===== config.mk =====
export PLATFORM = sky130hd
export DESIGN_NAME = branch_resolve_unit
export DESIGN_NICKNAME = d
export VERILOG_FILES = /design/src/rtl/branch_resolve_unit.sv
export SDC_FILE = /design/constraint.sdc
export NUM_CORES = 1
export LEC_CHECK = 0
export CORE_MARGIN = 2
export CORE_UTILIZATION = 45
export CTS_BUF_LIST = sky130_fd_sc_hd__clkbuf_2
export DETAILED_ROUTE_END_ITERATION = 10
export GPL_TIMING_DRIVEN = 0
export PLACE_DENSITY_LB_ADDON = 0.08
export SYNTH_ARGS = -nofsm -noshare
export SYNTH_HDL_FRONTEND = slang
export SYNTH_SLANG_ARGS = --single-unit

===== constraint.sdc =====
create_clock -name clk -period 2 [get_ports clk]
set_clock_uncertainty 0.15 [all_clocks]
set_input_delay 0.2 -clock clk [delete_from_list [all_inputs] [get_ports clk]]
set_output_delay 0.2 -clock clk [all_outputs]
set_load 0.03 [all_outputs]

===== src/rtl/branch_resolve_unit.sv =====
// rtl/branch_resolve_unit.sv - branch condition resolve with 2-entry result FIFO
// Optional saturating taken/not-taken statistics counters via BRANCH_STATS_EN.
module branch_resolve_unit #(
  parameter int XLEN  = 32,
  parameter int CNT_W = 16
) (
  input  logic             clk,
  input  logic             rst,
  input  logic             in_valid,
  output logic             in_ready,
  input  logic             is_branch,
  input  logic [2:0]       funct3,
  input  logic             zero_flag,
  input  logic             negative_flag,
  input  logic             carry_flag,
  input  logic             overflow_flag,
  input  logic [XLEN-1:0]  pc,
  input  logic [XLEN-1:0]  imm,
  output logic             out_valid,
  input  logic             out_ready,
  output logic             taken,
  output logic [XLEN-1:0]  target,
  output logic             illegal,
  output logic             misaligned,
  output logic [CNT_W-1:0] taken_count,
  output logic [CNT_W-1:0] ntaken_count
);

  logic            r_taken      [2];
  logic [XLEN-1:0] r_target     [2];
  logic            r_illegal    [2];
  logic            r_misaligned [2];
  logic            r_wr_ptr;
  logic            r_rd_ptr;
  logic [1:0]      r_count;

  logic            w_cond;
  logic            w_illegal;
  logic [XLEN-1:0] w_target;
  logic            w_misaligned;
  logic            w_push;
  logic            w_pop;

  always_comb begin
    w_cond    = 1'b0;
    w_illegal = 1'b0;
    if (!is_branch) begin
      w_cond = 1'b1;
    end else begin
      case (funct3)
        3'b000:  w_cond = zero_flag;
        3'b001:  w_cond = ~zero_flag;
        3'b100:  w_cond = negative_flag ^ overflow_flag;
        3'b101:  w_cond = ~(negative_flag ^ overflow_flag);
        3'b110:  w_cond = ~carry_flag;
        3'b111:  w_cond = carry_flag;
        default: w_illegal = 1'b1;
      endcase
    end
  end

  assign w_target     = pc + imm;
  assign w_misaligned = w_cond & (|w_target[1:0]);

  // in_ready depends only on registered occupancy, so a full FIFO never accepts
  assign in_ready  = (r_count != 2'd2);
  assign out_valid = (r_count != 2'd0);
  assign w_push    = in_valid & in_ready;
  assign w_pop     = out_valid & out_ready;

  assign taken      = out_valid & r_taken[r_rd_ptr];
  assign target     = out_valid ? r_target[r_rd_ptr] : '0;
  assign illegal    = out_valid & r_illegal[r_rd_ptr];
  assign misaligned = out_valid & r_misaligned[r_rd_ptr];

  always_ff @(posedge clk or posedge rst) begin
    if (rst) begin
      r_wr_ptr <= 1'b0;
      r_rd_ptr <= 1'b0;
      r_count  <= 2'd0;
      for (int i = 0; i < 2; i++) begin
        r_taken[i]      <= 1'b0;
        r_target[i]     <= '0;
        r_illegal[i]    <= 1'b0;
        r_misaligned[i] <= 1'b0;
      end
    end else begin
      if (w_push) begin
        r_taken[r_wr_ptr]      <= w_cond;
        r_target[r_wr_ptr]     <= w_target;
        r_illegal[r_wr_ptr]    <= w_illegal;
        r_misaligned[r_wr_ptr] <= w_misaligned;
        r_wr_ptr               <= ~r_wr_ptr;
      end
      if (w_pop) begin
        r_rd_ptr <= ~r_rd_ptr;
      end
      case ({w_push, w_pop})
        2'b10:   r_count <= r_count + 2'd1;
        2'b01:   r_count <= r_count - 2'd1;
        default: r_count <= r_count;
      endcase
    end
  end

`ifdef BRANCH_STATS_EN
  logic [CNT_W-1:0] r_taken_count;
  logic [CNT_W-1:0] r_ntaken_count;

  always_ff @(posedge clk or posedge rst) begin
    if (rst) begin
      r_taken_count  <= '0;
      r_ntaken_count <= '0;
    end else if (w_pop) begin
      if (taken && (r_taken_count != {CNT_W{1'b1}})) begin
        r_taken_count <= r_taken_count + 1'b1;
      end
      if (!taken && (r_ntaken_count != {CNT_W{1'b1}})) begin
        r_ntaken_count <= r_ntaken_count + 1'b1;
      end
    end
  end

  assign taken_count  = r_taken_count;
  assign ntaken_count = r_ntaken_count;
`else
  assign taken_count  = '0;
  assign ntaken_count = '0;
`endif

endmodule


==> results of run 1 <==
critical path, cell delays in order, from the launching register on:
cell and delay (ns):
dfrtp_2 0.46, buf_12 0.15, clkbuf_16 0.16, buf_6 0.11
mux2i_2 0.14, nor2_1 0.10, buf_4 0.17
cells in the final DEF (no fill, tap or decap), types with 6 or more instances in the layout:
cell type,instances
a211o_1,6
a21o_1,8
a21oi_1,22
a21oi_4,7
buf_4,130
buf_6,27
clkbuf_2,22
clkbuf_4,6
clkdlybuf4s50_1,21
conb_1,32
dfrtp_1,71
dlygate4sd2_1,9
dlymetal6s2s_1,36
ha_1,9
ha_4,23
mux2_2,6
mux2_4,6
mux2i_1,32
nand2_1,114
nand3_1,13
nand4_1,18
nor2_1,55
nor2_2,11
nor3_1,13
o21ai_0,21
o21ai_1,12
xnor2_1,13
xor2_1,9
synthesized netlist by cell type, types with 4 or more instances:
cell type | instances | share of area (%)
o21ai_1 | 10 | 0.88
nand4_1 | 18 | 2.0
ha_1 | 32 | 7.1
nand3_1 | 16 | 1.4
xor2_1 | 10 | 1.5
a211o_1 | 6 | 0.93
nand2_1 | 119 | 7.9
buf_4 | 34 | 4.5
a21oi_1 | 32 | 2.8
inv_1 | 9 | 0.60
mux2_2 | 12 | 2.4
xnor2_1 | 16 | 2.5
and3_1 | 6 | 0.66
nor2_1 | 68 | 4.5
o311ai_0 | 6 | 0.93
o211ai_1 | 5 | 0.66
mux2i_1 | 38 | 6.7
o21a_1 | 6 | 0.79
o31ai_1 | 7 | 0.93
nor2b_1 | 4 | 0.44
o21ai_0 | 30 | 2.6
dfrtp_1 | 74 | 33
nor3_1 | 16 | 1.4
clkbuf_1 | 28 | 1.9
buf_2 | 8 | 0.71
a21o_1 | 9 | 1.2
and2_1 | 6 | 0.66
nand4b_1 | 5 | 0.77
power groups by stage:
stage                     combinational [uW]  sequential, uW  clock, uW
after floorplan                         3950            2540          0
after global placement                  5810            2610          0
after detailed placement                5900            2640          0
after global routing                    7560            2760       1030
after CTS                               6570            2640        988
final                                   7090            2670        978
routing by layer:
metal / vias to the layer above / GRT usage (%)
met3: 38 / 2.283
met4: 0 / 9.048
met5: - / 0
met2: 243 / 41.40
li1: 2790 / -
met1: 2833 / 33.72
kinds of logic (layout without fill, tap and decap cells):
| logic type | after synthesis | after routing | share of synthesized area, % |
|---|---|---|---|
| buffers and inverters | 80 | 285 | 7.736 |
| other | 1 | 32 | 0.06606 |
| AND/OR/NAND/NOR | 272 | 272 | 21.58 |
| AO/OA/AOI/OAI | 143 | 143 | 17.50 |
| multiplexers | 50 | 50 | 9.081 |
| flip-flops | 74 | 74 | 32.62 |
| adder cells (fa/ha/maj) | 33 | 33 | 7.406 |
| XOR/XNOR | 26 | 26 | 4.011 |
timing repair:
| item | 4_1_cts | 5_1_grt |
|---|---|---|
| endpoints found under the setup margin | 108 | 99 |
| endpoints found under the hold margin | 11 | 0 |
| gates cloned | 2 | 0 |
| hold buffers | 2 | 0 |
| resized for setup | 378 | 136 |
| pin swaps | 47 | 65 |
| buffers inserted | 39 | 46 |
cell type report:
class	count	area (um^2)	area share, %
tap	172	215.2	2.383
buffer	60	520.5	5.763
clock buffer	10	50.05	0.5542
clock inverter	6	91.34	1.011
multi-input combinational	556	4359	48.27
timing repair buffer	200	1902	21.06
inverter	9	37.54	0.4156
sequential	74	1856	20.55
state kept, by name, summed over array words and instances, names as in the netlist:
signal / flops
r_count: 2
r_rd_ptr: 1
r_misaligned: 2
r_target: 64
r_taken: 2
r_wr_ptr: 1
r_illegal: 2
how the worst max path moves through the flow:
| stage | cells after the start | slack, ns | end |
|---|---|---|---|
| floorplan | 10 | -0.32 | r_target[46]$_DFFE_PP0P_ |
| global placement | 11 | -1.07 | r_target[46]$_DFFE_PP0P_ |
| detailed placement | 11 | -1.09 | r_target[46]$_DFFE_PP0P_ |
| CTS | 6 | -0.19 | target[8] |
| global route | 6 | -0.24 | target[8] |
| finish | 6 | -0.16 | target[8] |
stage by stage:
step,std cells,TNS (ns),worst slack [ns],total power (uW)
2_1_floorplan,710,-4.767,-0.3154,6490
3_3_place_gp,994,-63.28,-1.071,8420
3_5_place_dp,995,-63.00,-1.092,8542
4_1_cts,1047,-3.428,-0.1931,10200
5_1_grt,1087,-5.211,-0.2373,11350
6_report,1087,-2.115,-0.1594,10730
==> results_dict.tcl, run 1 <==
set metrics [dict create \
    status "finished with violations" \
    violations "negative hold slack, negative setup slack" \
    worstSetupStartpoint "r_rd_ptr$_DFFE_PP0P_" \
    cts.sinks 74 \
    max_slew_margin_pct 40.98 \
    grt_max_degree 41 \
    grt_pass1_wl_mm 26.07 \
    fin_hold_ws_ns -0.01064 \
    fmax_mhz 463.1 \
    syn_to_final_growth_pct 59.09 \
    worstPathRequired_ns 1.65 \
    top_layer_used "met4" \
    setup-violations-final 33 \
    antenna_found_initial 0 \
    finalCritPeriodShare_pct 108.0 \
    worst_setup_path_end_kind "output port" \
    cp.arrival_ns 1.81 \
    slew_viol_final 0 \
    clockPowerShare_pct 9.1 \
    syn-cell-area_mm2 0.005677 \
    yosysWarnings 0 \
    placed_area_mm2 0.007336 \
    p_per_area_mw_per_mm2 1189 \
    power_switching_share_pct 45.37 \
    syn_avg_cell_area_um2 8.360 \
    async_reset_ff_share_pct 100.0 \
    nNetsFinal 1019 \
    power_frac_comb_pct 66.0 \
    critPathKind "reg -> out" \
    dr.pass1.iters 5 \
    ant_nets 0 \
    fin_util_pct 72.45 \
    antenna_cells 0 \
    reg2reg_depth 5 \
    syn_inst 679 \
    synth-seq-area-share_pct 32.62 \
    overflow 0 \
    p_sw_uw 4870 \
    portBuffers 112 \
    worstHoldEndpoint "r_misaligned[1]$_DFFE_PP0P_" \
    clk_pin_slew_ns 0.20 \
    final_area_mm2 0.009031 \
    clock_latency_ns 0.52 \
    die_area_mm2 0.01353 \
    ys_types 62 \
    worstPathMaxFanout 8 \
    synth_ff_type "dfrtp_1" \
    startpoint_type "register" \
    cts_root_buf "clkbuf_2" \
    worstHoldPathType "in -> reg" \
    ir_worst_vdd_uv 580.5 \
    hold_depth 4 \
    min_from "imm[0]" \
    cts_buffers 9 \
    cts_buffer_depth 2 \
    die_w_um 116.3 \
    hpwl_mm 12.23 \
    io_pins 145 \
    drcViolationCount 0 \
    route.met3.wl_um 957 \
    rows 41 \
    rr_endpoint "r_target[15]$_DFFE_PP0P_" \
    core_area_mm2 0.01247 \
    avgRoutedWirePerCell_um 16.92 \
    met1Wirelength_mm 8.053 \
    p_int_uw 5864 \
    cellLeakagePower_uw 0.004409 \
    pwr-share-seq_pct 24.9 \
    tritoncts "yes" \
    dr_total_vias 5904 \
    h-tree-depth 3 \
    drt-initial-drc-count 367 \
    ff2ff_setup_slack_ns 0.06 \
    vias_per_cell 5.431 \
    tightest_slew_ns 0.8835 \
    grt_pass1_vias 5321 \
    track_usage_pct 24.80 \
    maxCapViolCount 0 \
    die_y_um 116.3 \
    finalHoldViolCount 2 \
    synth_edf_count 0 \
    synth-seq-cells 74 \
    nFillCells 925 \
    reg2reg_from "r_count[0]$_DFFE_PP0P_" \
    drive_gt1_share_pct 37.49 \
    rsz0062_at_grt "yes" \
    worst_slack_ns -0.1594 \
    drt_wl_total_mm 18.39 \
    place.gp.congestion 0.9123 \
    post-route-min-period_ns 2.159 \
    wl_met2_mm 8.939 \
    initial_core_util_pct 45.54 \
]
No activity file was read; power rests on OpenSTA's default activity.
==> run 2: changes to the inputs <==
--- a/config.mk
+++ b/config.mk
@@ -10,4 +10,5 @@
 export CTS_BUF_LIST = sky130_fd_sc_hd__clkbuf_2
 export DETAILED_ROUTE_END_ITERATION = 10
+export DONT_BUFFER_PORTS = 1
 export GPL_TIMING_DRIVEN = 0
 export PLACE_DENSITY_LB_ADDON = 0.08
==> constraint.sdc (replaced) <==
create_clock -name clk -period 2 [get_ports clk]
set_clock_uncertainty 0.15 [all_clocks]
set_input_delay 0.5 -clock clk [delete_from_list [all_inputs] [get_ports clk]]
set_output_delay 0.5 -clock clk [all_outputs]
set_load 0.03 [all_outputs]
==> run 2 against run 1 <==
Via count down 11%; critical endpoint is now target[9]; sequential cell count did not move; clock power fell by 17%; hold slack gained 0.049 ns; combinational power is 0.7% lower; sequential share of layout area increased by 3.2 points; core utilization decreased by 9.7 points; setup slack got worse by 0.23 ns; global-route usage fell by 0.69 points; maximum frequency is 9.6% lower; the run ends with negative setup slack left; wire length is 9.9% lower; highest routed layer unchanged; die area is the same.
==> results_dict.tcl, run 2 (synthesis gave the netlist of run 1 again) <==
set metrics [dict create \
    status "finished with violations" \
    violations "negative setup slack" \
    setup-violations-final 62 \
    crit_top_cell "clkbuf_16" \
    worstPathMaxFanout 12 \
    placed_area_mm2 0.006294 \
    initial_core_util_pct 45.54 \
    cellLeakagePower_uw 0.003358 \
    die_area_mm2 0.01353 \
    nNetsFinal 868 \
    drt-initial-drc-count 305 \
    vias_per_cell 5.610 \
    drive_gt1_share_pct 39.01 \
    io_pins 145 \
    cts_buffer_depth 2 \
    post-route-min-period_ns 2.389 \
    grt_pass1_vias 4952 \
    dr.pass1.iters 5 \
    syn_to_final_growth_pct 37.69 \
    ir_worst_vdd_uv 532.6 \
    grt_max_degree 39 \
    core_area_mm2 0.01247 \
    fmax_mhz 418.6 \
    p_per_area_mw_per_mm2 1360 \
    h-tree-depth 3 \
    rsz0062_at_grt "yes" \
    startpoint_type "register" \
    regMostFlops "r_target" \
    max_slew_margin_pct 41.30 \
    cts_buffers 9 \
    ant_nets 0 \
    die_w_um 116.3 \
    worstHoldPathType "in -> reg" \
    critPathMaxStageDelay_ns 0.43 \
    met2_usage_pct 40.89 \
    place.gp.congestion 0.8696 \
    clock_latency_ns 0.54 \
    cts.sinks 74 \
    largest_register_ffs 64 \
    tightest_slew_ns 0.8787 \
    busiest_layer "met2" \
    cp_slowest_cell "dfrtp_1" \
    grt_pass1_wl_mm 25.04 \
    portBuffers 0 \
    hpwl_mm 11.74 \
    avgRoutedWirePerCell_um 17.69 \
    use_met1_pct 32.25 \
    use_met3_pct 3.892 \
    drcViolationCount 0 \
    finalHoldViolCount 0 \
    maxCapViolCount 0 \
    critPathKind "reg -> out" \
    overflow 0 \
    rows 41 \
    die_y_um 116.3 \
    tritoncts "yes" \
    final_area_mm2 0.007816 \
    crit_chain "clkbuf_16 -> clkbuf_16 -> mux2i_4 -> nor2_4" \
    dr_total_vias 5257 \
    track_usage_pct 24.11 \
    fin_util_pct 62.70 \
    worst_slack_ns -0.3890 \
    fin_hold_ws_ns 0.03866 \
    cts_root_buf "clkbuf_2" \
    clk_pin_slew_ns 0.19 \
    final_common_cell "nand2_1" \
    cp.arrival_ns 1.74 \
    worst_setup_path_end_kind "output port" \
    drt_wl_total_mm 16.57 \
    slew_viol_final 0 \
    worstPathRequired_ns 1.35 \
    layout_common_cells "nand2_1 (114), dfrtp_1 (72), buf_4 (62)" \
    antenna_found_initial 0 \
    finalCritPeriodShare_pct 119.4 \
]
==> run 2: cell types whose count changed in the layout (fill, tap and decap cells not counted), moves of 7 or more <==
| cell | previous run | this run |
|---|---|---|
| buf_4 | 130 | 62 |
| dlymetal6s2s_1 | 36 | 0 |
| nor2_4 | 2 | 37 |
| nor2_1 | 55 | 27 |
| mux2i_1 | 32 | 5 |
| mux2i_2 | 5 | 30 |
| clkdlybuf4s50_1 | 21 | 0 |
| buf_6 | 27 | 13 |
| ha_4 | 23 | 13 |
| dlygate4sd2_1 | 9 | 0 |
| o21ai_1 | 12 | 21 |
| clkbuf_2 | 22 | 15 |
| nor2_2 | 11 | 4 |
==> run 2: power by group <==
group	internal (uW)	switching [uW]	leakage, uW
Sequential	2230	550	0.000906
Clock	295	518	0.0000710
Combinational	2890	4150	0.00238
Total	5410	5220	0.00336
==> run 2: timing repair <==
item	4_1_cts	5_1_grt
gates resized for setup	190	70
hold buffers	4	0
pin swaps	33	32
buffers inserted	29	6
setup endpoints to repair	110	107
hold endpoints to repair	40	0
gates cloned	4	0
==> run 2: path summary, 6_finish.rpt <==
check                                    startpoint                       end  slack (ns)  cells past startpoint
max                            r_rd_ptr$_DFFE_PP0P_                 target[9]       -0.39                      4
min reg2reg                r_target[33]$_DFFE_PP0P_  r_target[33]$_DFFE_PP0P_        0.36                      2
min in group asynchronous                       rst  r_target[29]$_DFFE_PP0P_        0.43                      2
max reg2reg                  r_count[1]$_DFFE_PP0P_  r_target[60]$_DFFE_PP0P_       -0.03                      8
max in group asynchronous                       rst  r_target[39]$_DFFE_PP0P_        0.61                      3
min                                          imm[0]   r_target[0]$_DFFE_PP0P_        0.04                      3
==> run 2: per-stage QoR <==
| stage | setup WS (ns) | instances | TNS, ns | total power, uW |
|---|---|---|---|---|
| 3_5_place_dp | -0.9276 | 883 | -51.28 | 7481 |
| 4_1_cts | -0.4275 | 933 | -14.82 | 10290 |
| 6_report | -0.3890 | 937 | -14.15 | 10630 |
| 2_1_floorplan | -0.6185 | 710 | -16.57 | 6530 |
| 3_3_place_gp | -0.8866 | 882 | -49.49 | 7360 |
| 5_1_grt | -0.4544 | 936 | -17.44 | 11250 |
==> run 2: metal layers <==
metal / part of all wire (%) / wire length, um / vias to the layer above
met4: 1.7 / 275 / 0
met5: 0 / 0 / -
li1: - / - / 2494
met1: 44 / 7334 / 2532
met3: 5.9 / 978 / 22
met2: 48 / 7984 / 209
==> run 2: area by class of cell <==
cell class	count	area, um^2
Fill cell	1080	4649
Multi-Input combinational cell	556	4574
Sequential cell	74	1854
Buffer	66	589.3
Timing Repair Buffer	43	436.7
Tap cell	172	215.2
Clock buffer	12	60.06
Clock inverter	4	42.54
Inverter	9	41.29
Antenna cell	1	2.502
==> run 2: critical path: cells and delay by family, from the launching register on <==
family | cells | cell delay, ns
buffers and inverters | 2 | 0.37
muxes | 1 | 0.20
DFF | 1 | 0.43
and+or+nand+nor | 1 | 0.20
==> run 3: changes to the inputs <==
--- a/config.mk
+++ b/config.mk
@@ -9,4 +9,5 @@
 export CORE_UTILIZATION = 45
 export CTS_BUF_LIST = sky130_fd_sc_hd__clkbuf_2
+export CTS_CLUSTER_DIAMETER = 200
 export DETAILED_ROUTE_END_ITERATION = 10
 export DONT_BUFFER_PORTS = 1
==> constraint.sdc (replaced) <==
create_clock -name clk -period 2 [get_ports clk]
set_clock_uncertainty 0.15 [all_clocks]
set_input_delay 0.6 -clock clk [delete_from_list [all_inputs] [get_ports clk]]
set_output_delay 0.6 -clock clk [all_outputs]
set_load 0.03 [all_outputs]
==> run 3 against run 2 <==
The flow still finishes with violations (negative setup slack); power is 1.4% higher; final cell count is 0.53% higher; maximum frequency is 2.5% lower; via count is 0.36% lower; sequential cell count stayed put; critical path depth stayed put; clock-buffer cell count is 3 lower; largest power group unchanged.
==> results_dict.tcl, run 3 (synthesis gave the netlist of run 1 again) <==
set metrics [dict create \
    drt_wl_total_mm 16.68 \
    largest_register_ffs 64 \
    cts.sinks 74 \
    instances_no_fill 942 \
    layout_common_cells "nand2_1 (116), dfrtp_1 (72), buf_4 (71)" \
    place.gp.congestion 0.8554 \
    violations "negative setup slack" \
    drt-initial-drc-count 434 \
    io_pins 145 \
    finalHoldViolCount 0 \
    cts_root_buf "clkbuf_2" \
    syn_to_final_growth_pct 41.61 \
    maxCapViolCount 0 \
    cellLeakagePower_uw 0.003428 \
    setup-violations-final 73 \
    dr.pass1.iters 4 \
    regMostFlops "r_target" \
    initial_core_util_pct 45.54 \
    worstHoldPathType "in -> reg" \
    overflow 0 \
    nNetsFinal 874 \
    critPathKind "reg -> out" \
    antenna_cells 0 \
    finalCritPeriodShare_pct 122.5 \
    finalPower_uw 10790 \
    antenna_found_initial 0 \
    core_area_mm2 0.01247 \
    avgRoutedWirePerCell_um 17.70 \
    clock_latency_ns 0.51 \
    track_usage_pct 24.06 \
    p_per_area_mw_per_mm2 1342 \
    post-place-ws_ns -1.012 \
    ir_worst_vdd_uv 508.4 \
    die_area_mm2 0.01353 \
    die_y_um 116.3 \
    die_w_um 116.3 \
    clk_pin_slew_ns 0.20 \
    worst_setup_path_end_kind "output port" \
    rsz0062_at_grt "yes" \
    drive_gt1_share_pct 41.82 \
    fmax_mhz 408.1 \
    h-tree-depth 3 \
    drcViolationCount 0 \
    worst_slack_ns -0.4506 \
    hpwl_mm 11.80 \
    worstPathMaxFanout 10 \
    cp.arrival_ns 1.70 \
    grt_pass1_wl_mm 25.23 \
    tritoncts "yes" \
    status "finished with violations" \
    vias_per_cell 5.561 \
    slew_viol_final 0 \
    worstPathRequired_ns 1.25 \
    nFillCells 1037 \
    max_slew_margin_pct 44.04 \
    tightest_slew_ns 0.8376 \
    dr_total_vias 5238 \
    grt_max_degree 39 \
    startpoint_type "register" \
    cts_buffer_depth 2 \
    ant_nets 0 \
    portBuffers 0 \
    dp.cells 883 \
    final_common_cell "nand2_1" \
    post-route-min-period_ns 2.451 \
    grt_pass1_vias 4978 \
    cts_buffers 9 \
    rows 41 \
]
## run 3: changes by cell type in the layout (fill, tap and decap cells not counted), moves of 4 or more
| cell | before | now |
|---|---|---|
| buf_6 | 13 | 20 |
| mux2_2 | 6 | 2 |
| mux2_4 | 6 | 10 |
| o21ai_2 | 1 | 6 |
| ha_4 | 13 | 17 |
| o21ai_1 | 21 | 15 |
| nand3_2 | 4 | 0 |
| ha_1 | 15 | 11 |
| buf_4 | 62 | 71 |
| clkbuf_16 | 6 | 2 |
## run 3: where the power goes
part	total [uW]	internal, uW	switching [uW]
combinational	7050	2880	4160
clock	948	410	538
sequential	2790	2230	560
total	10800	5520	5260
## run 3: worst paths after layout
check,from,to,slack (ns),cells after the start
setup / recovery,r_rd_ptr$_DFFE_PP0P_,target[21],-0.45,4
hold / removal,is_branch,r_illegal[0]$_DFFE_PP0P_,0.09,2
setup reg to reg,r_count[1]$_DFFE_PP0P_,r_target[58]$_DFFE_PP0P_,-0.06,8
hold reg to reg,r_target[45]$_DFFE_PP0P_,r_target[45]$_DFFE_PP0P_,0.38,2
max in group asynchronous,rst,r_target[55]$_DFFE_PP0P_,0.52,3
min in group asynchronous,rst,r_taken[0]$_DFFE_PP0P_,0.52,2
## run 3: per-layer routing
metal | share of wire, % | wire length (um) | global-route usage, % | up-vias
met5 | 0 | 0 | 0 | -
met4 | 2.1 | 354 | 8.254 | 0
met3 | 6.2 | 1030 | 3.166 | 28
met2 | 49 | 8107 | 39.26 | 199
met1 | 43 | 7186 | 33.12 | 2515
li1 | - | - | - | 2496
## run 3: what timing repair did
item,CTS,global route
endpoints found under the setup margin,110,108
buffers inserted,30,18
pin swaps,38,32
hold buffers,1,0
resized for setup,184,86
endpoints found under the hold margin,37,0
gates cloned,1,2
## run 3: final cells by class
class / count / area (um^2) / area share [%]
inverter: 9 / 41.29 / 0.5136
timing repair buffer: 49 / 442.9 / 5.510
sequential: 74 / 1854 / 23.07
multi-input combinational: 556 / 4748 / 59.07
clock buffer: 9 / 45.04 / 0.5603
buffer: 66 / 598.1 / 7.440
clock inverter: 7 / 93.84 / 1.167
tap: 172 / 215.2 / 2.677
## run 3: metrics by stage
stage                     setup TNS (ns)  instance area, um^2  hold WS (ns)  util, %
after CTS                         -19.84                 7585       0.07284    60.85
after floorplan                   -21.57                 6132        0.2950        -
after global placement            -52.55                 6347        0.3068    50.92
after detailed placement          -54.83                 6367        0.3116    51.08
after global routing              -24.22                 8039       0.09422    64.49
final                             -20.00                 8039       0.09186    64.49
## run 3: critical path, stage by stage (launching register included)
cell and delay, ns:
dfrtp_1 0.44, buf_8 0.15, buf_12 0.16, mux2i_4 0.19
nor2_4 0.24
